$ cat config.mk
export PLATFORM = sky130hd
export DESIGN_NAME = stopwatch_ctrl
export DESIGN_NICKNAME = d
export VERILOG_FILES = /design/src/rtl/stopwatch_ctrl.sv
export SDC_FILE = /design/constraint.sdc
export NUM_CORES = 1
export LEC_CHECK = 0
export BUFFER_PORTS_ARGS = -buffer_cell sky130_fd_sc_hd__buf_2
export CORE_ASPECT_RATIO = 2
export CORE_MARGIN = 4
export CORE_UTILIZATION = 30
export DETAILED_ROUTE_END_ITERATION = 7
export GPL_TIMING_DRIVEN = 1
export PLACE_DENSITY = 0.43
export SYNTH_ARGS = -nofsm -noshare
export SYNTH_HDL_FRONTEND = slang
export SYNTH_SLANG_ARGS = --single-unit
$ cat constraint.sdc
create_clock -name clk -period 8.5 [get_ports clk]
set_clock_uncertainty 0.15 [all_clocks]
set_input_delay 0.85 -clock clk [delete_from_list [all_inputs] [get_ports clk]]
set_output_delay 0.85 -clock clk [all_outputs]
set_load 0.05 [all_outputs]
$ cat src/rtl/stopwatch_ctrl.sv
// Stopwatch sequencer: button debounce, start/pause/lap/reset FSM,
// one-second run tick, timer clear pulse and live/lap display mux.

module stopwatch_ctrl_deb #(
    parameter int DEB_CYC = 1_000_000
) (
    input  logic clk,
    input  logic rst,
    input  logic i_btn,
    output logic o_press
);
    localparam int CW = $clog2(DEB_CYC + 1);
    localparam logic [CW-1:0] C_LAST = CW'(DEB_CYC - 1);

    logic          r_s1;
    logic          r_s2;
    logic          r_deb;
    logic          r_press;
    logic [CW-1:0] r_cnt;

    // Count only while the synced level disagrees with the debounced one;
    // a bounce back to the debounced level restarts the count.
    always_ff @(posedge clk or posedge rst) begin
        if (rst) begin
            r_s1    <= 1'b0;
            r_s2    <= 1'b0;
            r_deb   <= 1'b0;
            r_press <= 1'b0;
            r_cnt   <= '0;
        end else begin
            r_s1    <= i_btn;
            r_s2    <= r_s1;
            r_press <= 1'b0;
            if (r_s2 != r_deb) begin
                if (r_cnt == C_LAST) begin
                    r_deb   <= r_s2;
                    r_cnt   <= '0;
                    r_press <= r_s2;
                end else begin
                    r_cnt <= r_cnt + CW'(1);
                end
            end else begin
                r_cnt <= '0;
            end
        end
    end

    assign o_press = r_press;
endmodule

module stopwatch_ctrl #(
    parameter int DIV     = 100_000_000,
    parameter int DEB_CYC = 1_000_000
) (
    input  logic       clk,
    input  logic       clr,
    input  logic       btn_ss,
    input  logic       btn_lr,
    input  logic [5:0] t_sec,
    input  logic [5:0] t_min,
    input  logic [4:0] t_hr,
    output logic       run,
    output logic       tclr,
    output logic [1:0] state,
    output logic [5:0] d_sec,
    output logic [5:0] d_min,
    output logic [4:0] d_hr
);
    localparam int PW = $clog2(DIV);
    localparam logic [PW-1:0] P_LAST = PW'(DIV - 1);

    typedef enum logic [1:0] {
        S_IDLE  = 2'd0,
        S_RUN   = 2'd1,
        S_LAP   = 2'd2,
        S_PAUSE = 2'd3
    } state_t;

    state_t        r_state;
    state_t        w_nxt;
    logic          w_ss;
    logic          w_lr;
    logic          w_tclr;
    logic          w_cap;
    logic          w_cnt_en;
    logic          r_run;
    logic          r_tclr;
    logic [PW-1:0] r_presc;
    logic [5:0]    r_lap_sec;
    logic [5:0]    r_lap_min;
    logic [4:0]    r_lap_hr;

    stopwatch_ctrl_deb #(.DEB_CYC(DEB_CYC)) u_deb_ss (
        .clk     (clk),
        .rst     (clr),
        .i_btn   (btn_ss),
        .o_press (w_ss)
    );

    stopwatch_ctrl_deb #(.DEB_CYC(DEB_CYC)) u_deb_lr (
        .clk     (clk),
        .rst     (clr),
        .i_btn   (btn_lr),
        .o_press (w_lr)
    );

    always_comb begin
        w_nxt  = r_state;
        w_tclr = 1'b0;
        w_cap  = 1'b0;
        unique case (r_state)
            S_IDLE: begin
                if (w_ss)      w_nxt  = S_RUN;
                else if (w_lr) w_tclr = 1'b1;
            end
            S_RUN: begin
                if (w_ss) begin
                    w_nxt = S_PAUSE;
                end else if (w_lr) begin
                    w_nxt = S_LAP;
                    w_cap = 1'b1;
                end
            end
            S_LAP: begin
                if (w_ss)      w_nxt = S_PAUSE;
                else if (w_lr) w_nxt = S_RUN;
            end
            S_PAUSE: begin
                if (w_ss) begin
                    w_nxt = S_RUN;
                end else if (w_lr) begin
                    w_nxt  = S_IDLE;
                    w_tclr = 1'b1;
                end
            end
        endcase
    end

    // Counting stops on the pausing edge itself so no tick lands in PAUSED.
    assign w_cnt_en = (r_state == S_RUN || r_state == S_LAP) &&
                      (w_nxt == S_RUN || w_nxt == S_LAP);

    always_ff @(posedge clk or posedge clr) begin
        if (clr) begin
            r_state   <= S_IDLE;
            r_run     <= 1'b0;
            r_tclr    <= 1'b0;
            r_presc   <= '0;
            r_lap_sec <= '0;
            r_lap_min <= '0;
            r_lap_hr  <= '0;
        end else begin
            r_state <= w_nxt;
            r_tclr  <= w_tclr;
            r_run   <= 1'b0;
            if (w_nxt == S_IDLE || w_tclr) begin
                r_presc <= '0;
            end else if (w_cnt_en) begin
                if (r_presc == P_LAST) begin
                    r_presc <= '0;
                    r_run   <= 1'b1;
                end else begin
                    r_presc <= r_presc + PW'(1);
                end
            end
            if (w_cap) begin
                r_lap_sec <= t_sec;
                r_lap_min <= t_min;
                r_lap_hr  <= t_hr;
            end
        end
    end

    assign run   = r_run;
    assign tclr  = r_tclr;
    assign state = r_state;
    assign d_sec = (r_state == S_LAP) ? r_lap_sec : t_sec;
    assign d_min = (r_state == S_LAP) ? r_lap_min : t_min;
    assign d_hr  = (r_state == S_LAP) ? r_lap_hr  : t_hr;
endmodule

==> impl_results.md <==
- Num CTS Buffers: 9
- FF-to-FF Start: state[0]
- CTS Hold Bufs: 0
- Vias after detailed routing: 3,528
- Max stage delay on crit path: 760 ps
- Post-DP HPWL: 7.934 mm
- Kind of critical path: reg -> reg
- Hold Crit Start: u_deb_lr.r_s1
- Post-synth top cells: 96 x dfrtp_1, 66 x nor2_1, 36 x mux2_2, 34 x xor2_1, 29 x nand3_1
- R2R Setup Slk: 4500 ps
- Internal power: 0.0006807 W
- Initial antenna violation count: 0
- Postcts setup bufs: 0
- Initial DRC count: 89
- Slowest-stage cell, CP: ha_1
- Crit path DAT: 4120 ps
- Power share of the clock group: 42.8%
- Dominant cell type by area after synthesis: dfrtp_1
- Pre-CTS setup slack: 4495 ps
- Worst Tran Pin Value: 899.2 ps
- Count leader, synth: dfrtp_1
- Effective utilization at floorplan: 30.71%
- Net switching power: 0.0002263 W
- CTS sink count: 96
- Worst relative slew slack: 39.59%
- # H-tree levels: 3
- Clock slew at reported path FFs: 70 ps
- Synth top area share: 49.33%
- Synth Flop Type: dfrtp_1
- Mapped Cells: 460
- Reg2Reg Depth: 12
- # DRC: 0
- Worst-Skew Late Latency: 350 ps
- Register area share after synthesis: 49.33%
- Seq pwr share: 51.7%
- Status: complete, no violations
- Routed wire length: 10.93 mm
- Cell variety after synth: 52
- Layout cells sized above 1: 22.09%
- Clock Path Buffers: 2
- CTS tree: built
- Core area: 15,860 sq um
- Post-CTS sizing: 0
- Worst Hold Depth: 0
- Final net count: 531
- Total power: 0.0009070 W
- Crit path top cell by count: ha_1
- Crit-path cells: inv_1 -> ha_1 -> a211oi_1 -> o21ai_0 -> nand3_1 -> o31a_1 -> ha_1 -> and2_1 -> or3_1 -> nand2_1 -> or4_1 -> a21oi_1
- Cell Rows: 65
- Final Hold Viols: 0
- PortBufs: 41
- Ratio of final minimum period to clock period: 47.03%
- Sw Share: 24.95%
- Final worst slack: 4502 ps
- WP data required: 8620 ps
- RSZ-0062 raised after global routing: no
- Routed len/inst: 15.44 um
- Leakage: 2.344 nW
- Slew Limit Fails: 0
- Die H: 188.2 um
- Die span in x: 98.09 um
- N_diodes: 0
- HP Class: reg -> reg
- GP Congestion: 0.7500
- Post-layout min period: 3998 ps
- Max VDD drop: 0.07883 mV
- Max Freq: 0.2501 GHz
- Syn_area_per_cell: 10.59 sq um
- Top cells by area, synth: dfrtp_1 49%, mux2_2 8.3%, xor2_1 6.1%, nor2_1 5.1%, xnor2_1 3.1%
- Syn Nets: 489
- Hold Slack: 205.2 ps
- Number of synthesized flops with an enable pin: 0
- Fin Setup TNS: 0 ps
- CTS Root Cell: clkbuf_16
- Crit end category: flop
- Gate power share: 5.6%
- Area grow syn2layout: 14.18%
- Pwr/cell area: 163.1 nW/um^2
- Die footprint: 18,460 sq um
- Vias in the first global route: 3,702
- Critical Path Source Type: flop
- Final setup violation count: 0
- Vias per cell: 4.983
- Hold endpoint: u_deb_lr.r_s2
- Largest net degree at the start of global routing: 67
- IO Count: 42
- Antenna-violating nets left: 0
- Mapped cell area: 4870 sq um
- Max-cap violation count: 0
- Async S/R FF share, synth: 100.0%
- Global-route wire length before repair: 18.66 mm
- GR Util All Layers: 12.51%
- Yosys warnings: 0
- Seq cells post-synth: 96
- Worst-path maximum fanout: 20
- Grt total ovfl: 0
- Reg-to-reg critical path endpoint: r_presc[21]
- DRT Pass-1 Iters: 4
==> worst max-delay path by stage <==
stage | from | endpoint | slack [ps] | depth (start not counted)
after floorplan | clr | r_lap_hr[0] | 4990 | 1
after global placement | state[0] | r_presc[21] | 4640 | 12
after detailed placement | state[0] | r_presc[21] | 4490 | 12
after CTS | state[0] | r_presc[21] | 4480 | 12
after global routing | state[0] | r_presc[21] | 4140 | 12
final | state[0] | r_presc[21] | 4500 | 12
==> power groups by stage <==
stage | Combinational, W | Clock (W) | Sequential, W
6_report | 0.0000504 | 0.000388 | 0.000469
5_1_grt | 0.0000560 | 0.000422 | 0.000469
4_1_cts | 0.0000527 | 0.000404 | 0.000468
3_5_place_dp | 0.0000525 | 0 | 0.000477
3_3_place_gp | 0.0000519 | 0 | 0.000477
2_1_floorplan | 0.0000364 | 0 | 0.000476
==> registers in the layout, summed over array words and instances, names as in the netlist <==
name,flops
u_deb_ss.r_s1,1
u_deb_lr.r_s2,1
u_deb_ss.r_s2,1
r_lap_min,6
r_lap_sec,6
run,1
u_deb_lr.r_deb,1
u_deb_ss.o_press,1
u_deb_ss.r_cnt,20
tclr,1
r_lap_hr,5
u_deb_lr.o_press,1
u_deb_lr.r_cnt,20
u_deb_ss.r_deb,1
state,2
r_presc,27
u_deb_lr.r_s1,1
==> layout by cell type, fill, tap and decap left out, types with 4 or more instances in the layout <==
| master | n |
|---|---|
| o31ai_1 | 4 |
| dfrtp_1 | 96 |
| or3_1 | 6 |
| a21oi_1 | 10 |
| ha_1 | 8 |
| nor4_1 | 5 |
| and2_1 | 4 |
| and3_1 | 15 |
| nand4_1 | 20 |
| nor3_1 | 7 |
| mux2_2 | 36 |
| buf_2 | 41 |
| clkbuf_16 | 9 |
| inv_1 | 9 |
| nand2_1 | 26 |
| xnor2_1 | 17 |
| o21ai_0 | 7 |
| nor4b_1 | 4 |
| nand3_1 | 29 |
| xor2_1 | 34 |
| nor2_1 | 66 |
| nor3b_1 | 5 |
==> routing by layer <==
layer / global-route usage (%) / routed length, um / up-vias
met3: 1.704 / 200 / 15
met5: 0 / 0 / -
met1: 13.49 / 4228 / 1769
li1: - / - / 1711
met4: 6.133 / 274 / 0
met2: 23.40 / 6227 / 33
==> final cells by class <==
| class | count | area, sq um |
|---|---|---|
| repair buffers | 42 | 212.7 |
| multi-input cells | 342 | 2359 |
| fillers | 1637 | 10300 |
| inverters | 11 | 57.56 |
| flip-flops and latches | 96 | 2402 |
| clock buffers | 10 | 229.0 |
| well taps | 201 | 251.5 |
| clock inverters | 6 | 48.80 |
==> critical path: cells and delay by family (launching register included) <==
family	cells	cell delay, ps
simple gates	5	1550
flops	1	410
compound gates	4	670
fa+ha+maj	2	1040
buf+inv	1	110
==> cell families (layout without fill, tap and decap cells) <==
| kind of cell | count (synthesis) | in the layout | share of synthesized area, % |
|---|---|---|---|
| compound gates | 34 | 34 | 4.754 |
| simple gates | 212 | 212 | 23.92 |
| xor+xnor | 51 | 51 | 9.173 |
| buf+inv | 22 | 69 | 2.235 |
| flops | 96 | 96 | 49.33 |
| fa+ha+maj | 8 | 8 | 2.056 |
| mux | 37 | 37 | 8.530 |
==> metrics by stage <==
step / instance area (sq um) / utilization, % / std cells
CTS: 5560 / 35.06 / 708
global placement: 5283 / 33.31 / 692
floorplan: 4870 / - / 460
finish: 5560 / 35.06 / 708
detailed placement: 5283 / 33.31 / 692
global route: 5560 / 35.06 / 708
Note: power is estimated with default switching activity, not from simulation.
